`config.mk`:
```
export PLATFORM = sky130hd
export DESIGN_NAME = gpr_wb_sched
export DESIGN_NICKNAME = d
export VERILOG_FILES = /design/src/rtl/gpr_wb_sched.sv
export SDC_FILE = /design/constraint.sdc
export NUM_CORES = 1
export LEC_CHECK = 0
export BUFFER_PORTS_ARGS = -buffer_cell sky130_fd_sc_hd__buf_2
export CAP_MARGIN = 20
export CORE_AREA = 2 2 133 135
export DETAILED_ROUTE_END_ITERATION = 8
export DIE_AREA = 0 0 135 137
export GPL_TIMING_DRIVEN = 0
export PLACE_DENSITY = 0.71
export REMOVE_ABC_BUFFERS = 1
export SLEW_MARGIN = 20
export SYNTH_ARGS = -nofsm -noshare
export SYNTH_HDL_FRONTEND = slang
export SYNTH_SLANG_ARGS = --single-unit
export TNS_END_PERCENT = 20
```
`constraint.sdc`:
```
create_clock -name clk -period 6.6 [get_ports clk]
set_input_delay 0.66 -clock clk [delete_from_list [all_inputs] [get_ports clk]]
set_output_delay 0.66 -clock clk [all_outputs]
set_load 0.05 [all_outputs]
```
`src/rtl/gpr_wb_sched.sv`:
```
// -----------------------------------------------------------------------------
// gpr_wb_sched
//
// Write-port scheduler and register scoreboard for the RV64 integer register
// file (32 x 64-bit, one write port, write-to-read bypass inside the regfile).
//
// Three writeback sources (ALU, LSU, MDU) share the single write port under
// round-robin arbitration. A busy bit per destination register stalls decode
// on RAW and WAW hazards against writes that are still in flight.
//
// Handshake: a source raises *_valid with *_rd/*_data and must hold all three
// stable until it sees *_ready. The transfer happens in the cycle where
// valid && ready. *_ready is combinational and never depends on issue.
// Decode sees iss_ready combinationally. It does not depend on iss_valid, and
// an instruction issues in the cycle where iss_valid && iss_ready.
//
// Ports
//   clk, rst_n                 clock, asynchronous active-low reset
//   iss_valid/rs1/rs2/rd/wr    instruction presented by decode
//   iss_ready                  no hazard; the issue is accepted
//   {alu,lsu,mdu}_valid/rd/data writeback requests
//   {alu,lsu,mdu}_ready        grant (at most one per cycle)
//   rf_wen/rf_waddr/rf_wdata   registered register-file write port
//   busy_o                     scoreboard bits (bit 0 always 0)
//   err_o                      sticky: a write hit a register that was not busy
//   dbg_rr_ptr_o               round-robin pointer (0=ALU, 1=LSU, 2=MDU)
// -----------------------------------------------------------------------------
module gpr_wb_sched #(
  parameter int WIDTH     = 64,
  parameter int REG_WIDTH = 5
) (
  input  logic                        clk,
  input  logic                        rst_n,
  // issue side
  input  logic                        iss_valid,
  input  logic [REG_WIDTH-1:0]        iss_rs1,
  input  logic [REG_WIDTH-1:0]        iss_rs2,
  input  logic [REG_WIDTH-1:0]        iss_rd,
  input  logic                        iss_wr,
  output logic                        iss_ready,
  // ALU writeback
  input  logic                        alu_valid,
  input  logic [REG_WIDTH-1:0]        alu_rd,
  input  logic [WIDTH-1:0]            alu_data,
  output logic                        alu_ready,
  // LSU writeback
  input  logic                        lsu_valid,
  input  logic [REG_WIDTH-1:0]        lsu_rd,
  input  logic [WIDTH-1:0]            lsu_data,
  output logic                        lsu_ready,
  // MDU writeback
  input  logic                        mdu_valid,
  input  logic [REG_WIDTH-1:0]        mdu_rd,
  input  logic [WIDTH-1:0]            mdu_data,
  output logic                        mdu_ready,
  // register file write port
  output logic                        rf_wen,
  output logic [REG_WIDTH-1:0]        rf_waddr,
  output logic [WIDTH-1:0]            rf_wdata,
  // status
  output logic [(2**REG_WIDTH)-1:0]   busy_o,
  output logic                        err_o,
  output logic [1:0]                  dbg_rr_ptr_o
);

  localparam int NREGS = 2 ** REG_WIDTH;

  // Round-robin pointer: the source that has highest priority this cycle.
  typedef enum logic [1:0] {
    SRC_ALU = 2'd0,
    SRC_LSU = 2'd1,
    SRC_MDU = 2'd2
  } src_e;

  src_e                 rr_q, rr_d;
  logic                 rf_wen_q, rf_wen_d;
  logic [REG_WIDTH-1:0] rf_waddr_q, rf_waddr_d;
  logic [WIDTH-1:0]     rf_wdata_q, rf_wdata_d;
  logic [NREGS-1:0]     busy_q, busy_d;
  logic                 err_q, err_d;

  // arbitration results
  logic                 gnt_vld;
  src_e                 gnt_src;
  logic [2:0]           gnt_vec;
  logic [REG_WIDTH-1:0] gnt_rd;
  logic [WIDTH-1:0]     gnt_data;

  // scoreboard helpers
  logic [NREGS-1:0]     wb_clr;
  logic [NREGS-1:0]     eff_busy;
  logic                 iss_fire;

  // ---------------------------------------------------------------------------
  // Arbitration: search starts at the pointer and wraps ALU->LSU->MDU->ALU.
  // The pointer moves to the source after the winner, and only on a grant.
  // ---------------------------------------------------------------------------
  always_comb begin
    gnt_vld = 1'b0;
    gnt_src = SRC_ALU;
    case (rr_q)
      SRC_LSU: begin
        if (lsu_valid) begin
          gnt_vld = 1'b1; gnt_src = SRC_LSU;
        end else if (mdu_valid) begin
          gnt_vld = 1'b1; gnt_src = SRC_MDU;
        end else if (alu_valid) begin
          gnt_vld = 1'b1; gnt_src = SRC_ALU;
        end
      end
      SRC_MDU: begin
        if (mdu_valid) begin
          gnt_vld = 1'b1; gnt_src = SRC_MDU;
        end else if (alu_valid) begin
          gnt_vld = 1'b1; gnt_src = SRC_ALU;
        end else if (lsu_valid) begin
          gnt_vld = 1'b1; gnt_src = SRC_LSU;
        end
      end
      default: begin
        if (alu_valid) begin
          gnt_vld = 1'b1; gnt_src = SRC_ALU;
        end else if (lsu_valid) begin
          gnt_vld = 1'b1; gnt_src = SRC_LSU;
        end else if (mdu_valid) begin
          gnt_vld = 1'b1; gnt_src = SRC_MDU;
        end
      end
    endcase
  end

  always_comb begin
    gnt_vec  = 3'b000;
    gnt_rd   = alu_rd;
    gnt_data = alu_data;
    rr_d     = rr_q;
    if (gnt_vld) begin
      case (gnt_src)
        SRC_LSU: begin
          gnt_vec  = 3'b010;
          gnt_rd   = lsu_rd;
          gnt_data = lsu_data;
          rr_d     = SRC_MDU;
        end
        SRC_MDU: begin
          gnt_vec  = 3'b100;
          gnt_rd   = mdu_rd;
          gnt_data = mdu_data;
          rr_d     = SRC_ALU;
        end
        default: begin
          gnt_vec  = 3'b001;
          gnt_rd   = alu_rd;
          gnt_data = alu_data;
          rr_d     = SRC_LSU;
        end
      endcase
    end
  end

  assign alu_ready = gnt_vec[0];
  assign lsu_ready = gnt_vec[1];
  assign mdu_ready = gnt_vec[2];

  // ---------------------------------------------------------------------------
  // Write port. A granted write to x0 is consumed but never reaches the
  // regfile; address and data only move when a real write is launched.
  // ---------------------------------------------------------------------------
  always_comb begin
    rf_wen_d   = gnt_vld && (gnt_rd != '0);
    rf_waddr_d = rf_waddr_q;
    rf_wdata_d = rf_wdata_q;
    if (rf_wen_d) begin
      rf_waddr_d = gnt_rd;
      rf_wdata_d = gnt_data;
    end
  end

  // ---------------------------------------------------------------------------
  // Scoreboard. The write currently on the port clears its busy bit at the
  // end of this cycle, and the regfile bypass already supplies its data, so
  // it no longer counts as a hazard this cycle.
  // ---------------------------------------------------------------------------
  always_comb begin
    wb_clr = '0;
    for (int i = 0; i < NREGS; i++) begin
      wb_clr[i] = rf_wen_q && (rf_waddr_q == REG_WIDTH'(i));
    end
  end

  always_comb begin
    eff_busy    = busy_q & ~wb_clr;
    eff_busy[0] = 1'b0;
  end

  assign iss_ready = !(eff_busy[iss_rs1] || eff_busy[iss_rs2] ||
                       (iss_wr && eff_busy[iss_rd]));

  assign iss_fire = iss_valid && iss_ready && iss_wr && (iss_rd != '0);

  // Clear first, then set: a new producer for the same register wins.
  always_comb begin
    busy_d = busy_q & ~wb_clr;
    if (iss_fire) begin
      busy_d[iss_rd] = 1'b1;
    end
    busy_d[0] = 1'b0;
  end

  // A write landing on a register with no outstanding producer is a protocol
  // error upstream; it is remembered until reset.
  always_comb begin
    err_d = err_q;
    if (rf_wen_q && (rf_waddr_q != '0) && !busy_q[rf_waddr_q]) begin
      err_d = 1'b1;
    end
  end

  // ---------------------------------------------------------------------------
  // State registers
  // ---------------------------------------------------------------------------
  always_ff @(posedge clk or negedge rst_n) begin
    if (!rst_n) begin
      rr_q       <= SRC_ALU;
      rf_wen_q   <= 1'b0;
      rf_waddr_q <= '0;
      rf_wdata_q <= '0;
      busy_q     <= '0;
      err_q      <= 1'b0;
    end else begin
      rr_q       <= rr_d;
      rf_wen_q   <= rf_wen_d;
      rf_waddr_q <= rf_waddr_d;
      rf_wdata_q <= rf_wdata_d;
      busy_q     <= busy_d;
      err_q      <= err_d;
    end
  end

  assign rf_wen       = rf_wen_q;
  assign rf_waddr     = rf_waddr_q;
  assign rf_wdata     = rf_wdata_q;
  assign busy_o       = busy_q;
  assign err_o        = err_q;
  assign dbg_rr_ptr_o = rr_q;

endmodule
```
Yosys cells after proc, flatten, opt, wreduce, memory -nomap -nowiden
Index checks and enable logic that the tools add are counted.
{"block": "word_totals", "regBits": 104, "latch_bits": 0, "ram_bits": 0, "rom_bits": 0, "input_bits": 229, "output_inout_bits": 109, "elab_cells": 132, "mem_count": 0}
{"block": "classes", "add_sub_neg": 0, "mul": 0, "n_div": 0, "order_cmp": 5, "n_eq_ne": 35, "shift": 0, "n_mux": 35, "n_bitwise": 3, "n_reduce_logical": 48}
{"cell": "$pmux W64 S2", "count": 1}
{"cell": "$eq A5 B5 Y1 const B", "count": 16}
{"cell": "$mux W64", "count": 1}
{"cell": "$eq A5 B4 Y1 const B", "count": 8}
{"cell": "$logic_and A1 B1 Y1", "count": 40}
{"cell": "$and A32 B32 Y32", "count": 1}
{"cell": "$mux W32", "count": 1}
{"cell": "$not A32 Y32", "count": 1}
{"cell": "$or A32 B32 Y32", "count": 1}
{"cell": "$lt A5 B6 Y1 const B", "count": 4}
{"cell": "$bmux W1 S5", "count": 4}
{"cell": "$eq A5 B3 Y1 const B", "count": 4}
{"cell": "$mux W1", "count": 16}
{"cell": "$reduce_bool A5 Y1", "count": 3}
{"cell": "$eq A5 B2 Y1 const B", "count": 2}
{"cell": "$pmux W5 S2", "count": 1}
{"cell": "$mux W2", "count": 4}
{"cell": "$pmux W2 S2", "count": 2}
{"cell": "$pmux W3 S2", "count": 1}
{"cell": "$demux W1 S5", "count": 1}
{"cell": "$eq A5 B1 Y1 const B", "count": 1}
{"cell": "$ge A5 B1 Y1 const B", "count": 1}
{"cell": "$logic_not A5 Y1", "count": 1}
{"cell": "$mux W5", "count": 1}
{"cell": "other kinds (6)", "count": 10}

Depth between registers and ports, before layout
Gate-level depths: netlist of run 1.
{"block": "logic_depth", "depth_word": 13, "depth_mapped": 14, "depth_no_buf": 12}

Worst setup path before layout of run 1
No wires, ideal clock.
{"block": "synth_timing", "path_type": "flip-flop to flip-flop", "start": "register rr_q[0], in the netlist dbg_rr_ptr_o[0]", "end": "register rf_waddr_q[4], in the netlist rf_waddr[4]", "setup_ns": 0.125, "t_arrival_ns": 3.773, "required_time_ns": 6.475, "setup_slack_ns": 2.702, "path_stages_with_launch": 13, "path_buffers": 2, "period_less_slack_ns": 3.898, "cell_sequence": "dfrtp_1 > inv_1 > ha_1 > o311ai_0 > inv_1 > ha_1 > clkbuf_1 > nand2b_1 > or4_1 > o21a_1 > o21ai_1 > clkbuf_1 > mux2_2"}
{"block": "synth_via", "elab_chain_cells": 7, "elab_cells_between_ends": 10, "cone_classes": "eq/ne (4); mux (4); reduce/logical (2)"}
{"element": "from (decl)", "line_no": "75", "source": "src_e rr_q, rr_d;"}
{"element": "from (signal assigned)", "line_no": "231", "source": "rr_q <= rr_d;"}
{"element": "$eq A2 B2 Y1 or $eq A2 B1 Y1 (tied branches)", "line_no": "101", "source": "case (rr_q)"}
{"element": "$pmux W2 S2", "line_no": "101"}
{"element": "$eq A2 B2 Y1 or $eq A2 B1 Y1 (tied branches)", "line_no": "138", "source": "case (gnt_src)"}
{"element": "$pmux W5 S2", "line_no": "138"}
{"element": "$mux W5", "line_no": "137", "source": "if (gnt_vld) begin"}
{"element": "$reduce_bool A5 Y1", "line_no": "170", "source": "rf_wen_d = gnt_vld && (gnt_rd != '0);"}
{"element": "$logic_and A1 B1 Y1", "line_no": "170"}
{"element": "to (signal assigned)", "line_no": "233", "source": "rf_waddr_q <= rf_waddr_d;"}
{"element": "to (decl)", "line_no": "77", "source": "logic [REG_WIDTH-1:0] rf_waddr_q, rf_waddr_d;"}
Parallel ways exist; a longest one is shown, timed or not.
A chain may end at the register's enable or synchronous reset.

Worst setup path in the final report of run 1
{"block": "layout_timing", "start": "register rf_waddr_q[0], in the netlist rf_waddr[0]", "end": "output port iss_ready"}
{"block": "layout_via", "elab_chain_cells": 9, "elab_cells_between_ends": 74, "cone_classes": "eq/ne (31); mux (6); bitwise (2); reduce/logical (35)"}
{"element": "$eq A5 B1 Y1, or another cell as far along", "line_no": "187", "source": "wb_clr[i] = rf_wen_q && (rf_waddr_q == REG_WIDTH'(i));"}
{"element": "$logic_and A1 B1 Y1", "line_no": "187"}
{"element": "$not A32 Y32 (*)", "line_no": "192", "source": "eff_busy = busy_q & ~wb_clr;"}
{"element": "$and A32 B32 Y32 (*)", "line_no": "192"}
{"element": "$bmux W1 S5, on equally long branches", "line_no": "196, 197"}
{"element": "$mux W1, on equally long branches", "line_no": "196, 197"}
{"element": "$logic_or A1 B1 Y1 or $logic_and A1 B1 Y1 (tied branches)", "line_no": "196, 197"}
{"element": "$logic_or A1 B1 Y1 (*)", "line_no": "196", "source": "assign iss_ready = !(eff_busy[iss_rs1] || eff_busy[iss_rs2] ||"}
{"element": "$logic_not A1 Y1 (*)", "line_no": "196"}
{"element": "to (decl)", "line_no": "40", "source": "output logic iss_ready,"}
Mark *: on every way between the ends. The rest lies on a longest branch, timed or not. The select of a mux whose other input is x is not followed.

==> results list, run 1 <==
- Cell type contributing the most total cell area after synthesis: dfrtp_1
- In this run the horizontal extent of the chip is 135 um.
* TritonCTS clock tree: done
* HPWL after detailed placement: 22,530 um
* Sw Ratio: 0.5467
- Die H: 137 um
- Buffers placed on the I/O ports in this run total 336.
- Number of gates resized after CTS: 0
* Global-route wire length before repair: 45,220 um
- Maximum VDD drop: 0.0003864 V
- Worst-case setup slack after placement: 2.073 ns
- Average wire length per cell after detail routing: 22.41 um
- STA puts the critical path data required time at 5.94 ns.
* Reg-to-Reg End: rf_wdata[60]
- Yosys warning total: 0
* Power per cell area: 630.4 nW/um2
- Sequential group share of total power: 0.222
- Dividing the detail-routed via count by the number of cells gives 6.105.
- The H-tree generated during clock tree synthesis spans 3 levels.
* Yosys cell types: 69
* Syn Std Cell Area: 7300 um2
- Shortest period the worst path allows: 4.947 ns
- Data arrives at the worst endpoint at 4.29 ns.
- Slew of the pin with the lowest slew margin: 1.101 ns
* Antenna violations before repair: 11
- Total count of max-transition violations in the final report: 0
* Length in cells of the worst reg-to-reg path: 12
- Wires add up to 29,980 um.
- Hold Crit Class: input pin to asynchronous set/reset pin
* Top library cells by usage in the layout, fill and taps aside: buf_2 (335), dfrtp_1 (104), nor2_1 (85)
- Overall die area: 18,500 um2
- The area growth from synthesis to layout is 30.87%.
- Buffers inserted during clock tree synthesis total 9.
* Last weighted congestion value of the routability-driven placer: 1.002
* Site row count: 48
* Detailed-routing iteration count for the pre-antenna-repair pass: 6
- Sink Count: 104
* Number of failing hold endpoints at the final stage: 0
* Number of vias after detailed routing: 8,168
* Internal power summed over all cells: 2.730 mW
* Starting Density: 0.4280
- Post-Synthesis Cells: 812
- The worst setup path is launched from a flop.
- A synthesized cell averages 8.990 um2.
- Measured against its own limit, the worst slew margin works out to 0.2648.
- Setup violations remaining at the end of the flow were counted as 0.
* Top-Level Pins: 338
* Result of the run: completed
* Maximum number of pins on one net before global-route repair: 73
- Of the total power, the clock network draws 0.087.
- By area the synthesized netlist is led by dfrtp_1 (36%), mux2_2 (10%), a22oi_1 (7.0%).
* Number of synthesized flops with an enable pin: 0
- RSZ-0062 raised after global routing: false
- After layout, the design draws a total of 6.022 mW.
* Setup clock skew after layout: 0.009634 ns
- Number of hold-repair buffers added at the cts stage: 0
* Residual antenna-violating net count after detailed routing: 0
- The tree is rooted in a clkbuf_16.
- Leaving out fill and tap cells, the most frequent cell in the layout is buf_2.
* Instance count after placement with tap cells included: 1,318
- Post-layout instance area: 9553 um2
- Min setup slack post-route: 1.653 ns
* Layout cells sized above 1: 0.4188
- Of the available clock period, the critical path in the final layout requires 0.7496.
* Placed cell areas: 9268 um2
* Register-to-Register Setup Slack: 2.29 ns
- Hold is met by 0.1860 ns.
* Clock transition time at the flip-flop clock pins of the worst setup and hold paths: 0.07 ns
- Of all flip-flops after synthesis, the portion carrying an async set or reset was 1.000.
* Skew-Pair Late Insertion Delay: 0.36 ns
- Static leakage power: 4.240 nW
- Maximum capacitance violations: 0
- In this run, synthesis produced a sequential element count of 104.
- Fraction of power consumed by combinational cells: 0.691
* Vias in the first global route: 7,903
* Layout Cells excl Fill: 1,338
* Switching power: 3.292 mW
- Post-layout nets: 1,338
* Max Root-Sink Buffers: 2
- R2R Path Start: dbg_rr_ptr_o[0]
* Kind of end point of the critical path: output port
- Measured on the finished design, the core utilization comes to 0.5601.
- For the final routed database, the setup TNS stands at 0 ns.
* Crit-path max FO: 24
- In the synthesized netlist the dominant register cell turns out to be dfrtp_1.
- The total area inside the core boundary comes to 17,060 um2.
* Post-synthesis sequential area ratio: 0.3565
* Area fraction of the dominant cell type after synthesis: 0.3565
* Buffers inserted by post-CTS timing repair: 0
- 1st-iter DRT viols: 834
* Max Freq: 0.2021 GHz
* Number of design rule violations left after detail routing: 0
- Overflow left after global routing: 0
* WS Path Type: flop to output port
- In the global route stage, overall resource usage came out at 0.3198.
## how the worst max path moves through the flow
stage / startpoint / endpoint / slack [ns]
after floorplan: dbg_rr_ptr_o[0] / rf_waddr[4] / -6.23
after global placement: lsu_valid / rf_wdata[11] / -11.37
after detailed placement: rf_waddr[0] / iss_ready / 2.07
after CTS: rf_waddr[0] / iss_ready / 1.67
after global routing: rf_waddr[0] / iss_ready / 1.33
final: rf_waddr[0] / iss_ready / 1.65
## routing by layer
metal,vias to the layer above,GRT usage,wire length (um)
li1,3672,-,-
met1,3884,0.3857,10900
met2,504,0.5330,14600
met3,98,0.09444,3261
met4,10,0.1377,1152
met5,-,0,66
## state kept, by name, summed over array words and instances (netlist names)
signal / cells
err_o: 1
rf_wdata: 64
busy_o: 31
dbg_rr_ptr_o: 2
rf_waddr: 5
rf_wen: 1
## logic make-up after synthesis
group           Yosys count  synth area share
compound gates          288            0.2609
xor+xnor                  3          0.003600
fa+ha+maj                 5          0.008570
buf+inv                  92           0.05536
flops                   104            0.3565
mux                      83            0.1409
other cells               1         0.0005137
simple gates            236            0.1736
## critical path: stages (launching register included)
cell	delay [ns]
dfrtp_1	1.06
nand2_1	0.57
o21ai_0	0.55
mux2i_1	0.14
a21o_1	0.23
a32oi_1	0.65
buf_6	0.24
nand2_1	0.06
nor2_1	0.13
buf_2	0.29
## cell usage after synthesis (all sizes together) (15+ instances only)
library cell    n
dfrtp         104
nor2           86
a21oi          76
a22oi          68
mux2           68
clkbuf         53
o21ai          49
nand2          32
nand4          27
buf            21
o211ai         21
inv            18
o31ai          15
## layout make-up
class / count / area, um2
Multi-Input combinational cell: 616 / 4347
Sequential cell: 104 / 2603
Clock buffer: 11 / 242.7
Fill cell: 1609 / 7503
Clock inverter: 4 / 30.03
Tap cell: 225 / 281.5
Inverter: 18 / 67.56
Timing Repair Buffer: 355 / 1969
Antenna cell: 5 / 12.51
## power by group through the flow
stage          combinational (mW)  sequential, mW  clock, mW
4_1_cts                      4.15            1.32      0.534
3_5_place_dp                 4.14            1.33          0
2_1_floorplan                1.92            2.34          0
5_1_grt                      4.42            1.37      0.555
3_3_place_gp                 3.82            1.31          0
6_report                     4.16            1.34      0.525
No activity file was read; power rests on OpenSTA's default activity.
==> run 2, diff against run 1 <==
- CORE_AREA: 2 2 133 135 -> unset
- CORE_ASPECT_RATIO: unset -> 0.75
- CORE_UTILIZATION: unset -> 48
- DIE_AREA: 0 0 135 137 -> unset
- PLACE_DENSITY: 0.71 -> 0.79
- clock period: 6.6 -> 4.61 ns (I/O delays scaled with it)
==> run 2 against run 1 <==
First-iteration DRC count up 2.9%. Sequential power up 44%. Critical path type unchanged. Critical path depth down 1. Count of clock-buffer cells in the layout unchanged. Final cell count down 2.1%. Sequential share of layout area up 0.080 points. Core utilization up 9.1 points. Worst hold slack better by 0.26 ns. Sequential cell count unchanged. Highest routed layer unchanged. Worst setup slack worse by 1.4 ns. Critical endpoint unchanged.
==> results list, run 2 (synthesis results as in run 1) <==
* Result of the run: completed
* Die X: 144.4 um
- Hold Crit Class: input pin to flop
- CP dominant cell by count: nor2_1
- In this run the vertical extent of the chip is 108.8 um.
* Most common cell after layout, fill and taps aside: buf_2
- On the critical path the largest part of the delay comes from compound AO/OA/AOI/OAI gates.
- The share of total power dissipated in the clock network is 0.096.
- Setup repair after global routing left no endpoint under its margin.
- Maximum capacitance violations: 0
- After detailed routing, the total wire length is 28,810 um.
* Top library cells by usage in the layout, fill and taps aside: buf_2 (335), dfrtp_1 (102), nor2_1 (85)
- After clock tree synthesis, the clock-pin slew on the worst setup and hold paths is 0.08 ns.
- Internal power summed over all cells: 3.955 mW
* Layout Cells excl Fill: 1,310
- The pre-antenna-repair detailed-routing pass consisted of 6 iterations.
* Total global-route track usage: 0.3697
- Entering global routing, the biggest net connects 82 pins.
- In this run the tightest slew margin relative to its limit is 0.3519.
- Sequential group share of total power: 0.221
- # fillers: 1,322
* Largest incremental delay on the critical path: 0.90 ns
- TritonCTS built the clock tree.
* IO buf count: 336
- CTS H-tree lvls: 3
* Maximum VDD drop: 0.0006064 V
- Post-layout nets: 1,338
- Post-Route Utilization: 0.6511
- Prior to clock tree synthesis, the placed netlist has a worst setup slack of -0.4402 ns.
- Sw Ratio: 0.5474
- The core region is 14,640 um2.
- In the final layout, the share of cells above drive strength 1 is 0.4220.
* Global-route wire length before repair: 42,640 um
* Top-Level Pins: 338
- Worst endpoint required time: 4.15 ns
- Setup total negative slack: 0 ns
- Counting I/O delays and the setup requirement, the final critical path takes 4.367 ns.
* Number of failing hold endpoints at the final stage: 0
- Vias in the first global route: 7,609
- Clock buffers created by TritonCTS: 9
- Power comes to 8.738 mW.
- Starting Density: 0.4985
- After legalization and detailed placement, the total HPWL measured 21,760 um.
- Dividing the final minimum period by the clock period gives 0.9474.
- For this design the ratio of total power to cell area is 916.5 nW/um2.
- The area growth from synthesis to layout is 30.61%.
- After global routing the overflow that remains totals 0.
* Number of flip-flops under the largest register name: 64
- Slew of the pin with the lowest slew margin: 0.9701 ns
- The initial antenna violation count came to 2.
- Max Root-Sink Buffers: 2
- Kind of end point of the critical path: output port
- Across the whole layout, storage elements account for 2605 um2.
- Overall die area: 15,710 um2
- For this design the total switching power over the nets is 4.783 mW.
* Residual antenna-violating net count after detailed routing: 0
* Min setup slack post-route: 0.2426 ns
* Setup clock skew after layout: 0.01130 ns
* Ratio of routed vias to standard cells: 6.268
- WS Path Type: flop to output port
- The final route contains 8,211 vias.
- 1st-iter DRT viols: 858
* CP bufs+invs: 1
- Data arrives at the worst endpoint at 3.91 ns.
- The root buffer cell chosen for the clock tree is clkbuf_16.
- Last weighted congestion value of the routability-driven placer: 1.072
- Multi-input gate area in the final layout: 4360 um2
- The later pin in the worst-skew pair is clocked with a latency of 0.36 ns.
* Highest-delay cell along the critical path: dfrtp_1
* Total of endpoints with negative setup slack in the final report: 0
- Average wire length per cell after detail routing: 21.99 um
- Derived from the worst setup path, the maximum achievable clock frequency is 0.2290 GHz.
* Sink Count: 104
- The share of total power dissipated in combinational logic is 0.683.
- Critical path launch point type: flop
- For this design the static power due to leakage is 4.252 nW.
- Instance count after placement with tap cells included: 1,289
- Traced cell by cell, the critical path runs through nand4bb_1 > o21ai_0 > nor2_1 > o311a_1 > a2111oi_2 > nand2_1 > nor2_1 > buf_2.
* Register-to-Register Setup Slack: 0.45 ns
- Number of design rule violations left after detail routing: 0
- Of all nets on the critical path, the largest fanout is 16.
- Site row count: 38
- The max-slew violation count is 0.
[run 2: cell count changes in the layout (fill, tap and decap cells not counted), sizes merged]
cell         previous run  this run
clkinv                  2         3
bufinv                  0         1
buf                   355       354
clkinvlp                1         0
diode                   5         1
dlygate4sd3             0         1
[run 2: worst reg2reg max path, cell delays in order (launching register included)]
cell and delay [ns]:
dfrtp_1 0.38, inv_1 0.07, ha_1 0.35, o311ai_2 0.42, inv_1 0.13, ha_4 0.28
nor3_4 0.24, buf_4 0.27, buf_4 0.23, buf_4 0.22, buf_4 0.23, buf_4 0.22
buf_4 0.23, buf_4 0.22, buf_4 0.21, a21oi_1 0.09, mux2_2 0.26
[run 2: metal layers]
metal,vias to the layer above,share of wire,track usage
met5,-,0.0014,0.01974
met4,2,0.053,0.1985
met3,92,0.11,0.1177
met2,545,0.43,0.5549
met1,3901,0.40,0.4734
li1,3671,-,-
[run 2: area by class of cell]
cell class | instances | share of cell area
antenna | 1 | 0.0002625
clock buffer | 11 | 0.02651
clock inverter | 5 | 0.007874
inverter | 18 | 0.007087
multi-input combinational | 616 | 0.4573
sequential | 104 | 0.2732
tap | 200 | 0.02625
timing repair buffer | 355 | 0.2014
[run 2: final timing paths]
kind | startpoint | to | depth (start not counted)
worst min register to register | err_o | err_o | 1
worst max-delay path | rf_waddr[3] | iss_ready | 8
worst max register to register | dbg_rr_ptr_o[0] | rf_wdata[48] | 16
min in group asynchronous | rst_n | busy_o[17] | 2
max in group asynchronous | rst_n | rf_wdata[49] | 3
worst min-delay path | alu_rd[3] | rf_waddr[3] | 3
[run 2: metrics by stage]
| stage | cell area, um2 | hold WS (ns) |
|---|---|---|
| 6_report | 9534 | 0.4505 |
| 5_1_grt | 9534 | 0.4451 |
| 4_1_cts | 9500 | 0.4406 |
| 3_5_place_dp | 9149 | 0.3401 |
| 3_3_place_gp | 8895 | 0.4356 |
| 2_1_floorplan | 6963 | 0.1654 |
[run 2: what timing repair did]
| action | 4_1_cts | 5_1_grt |
|---|---|---|
| setup endpoints to repair | 22 | 15 |
| endpoints found under the hold margin | 23 | 0 |
| hold buffers | 1 | 0 |
| resized for setup | 4 | 2 |
| pin swaps | 0 | 1 |
| buffers inserted | 0 | 3 |
[run 2: power by group through the flow]
stage | logic, mW | clock network [mW] | registers (mW)
floorplan | 2.51 | 0 | 3.34
global placement | 5.15 | 0 | 1.87
detailed placement | 5.88 | 0 | 1.92
CTS | 5.91 | 0.844 | 1.91
global route | 6.35 | 0.878 | 1.98
finish | 5.97 | 0.836 | 1.93
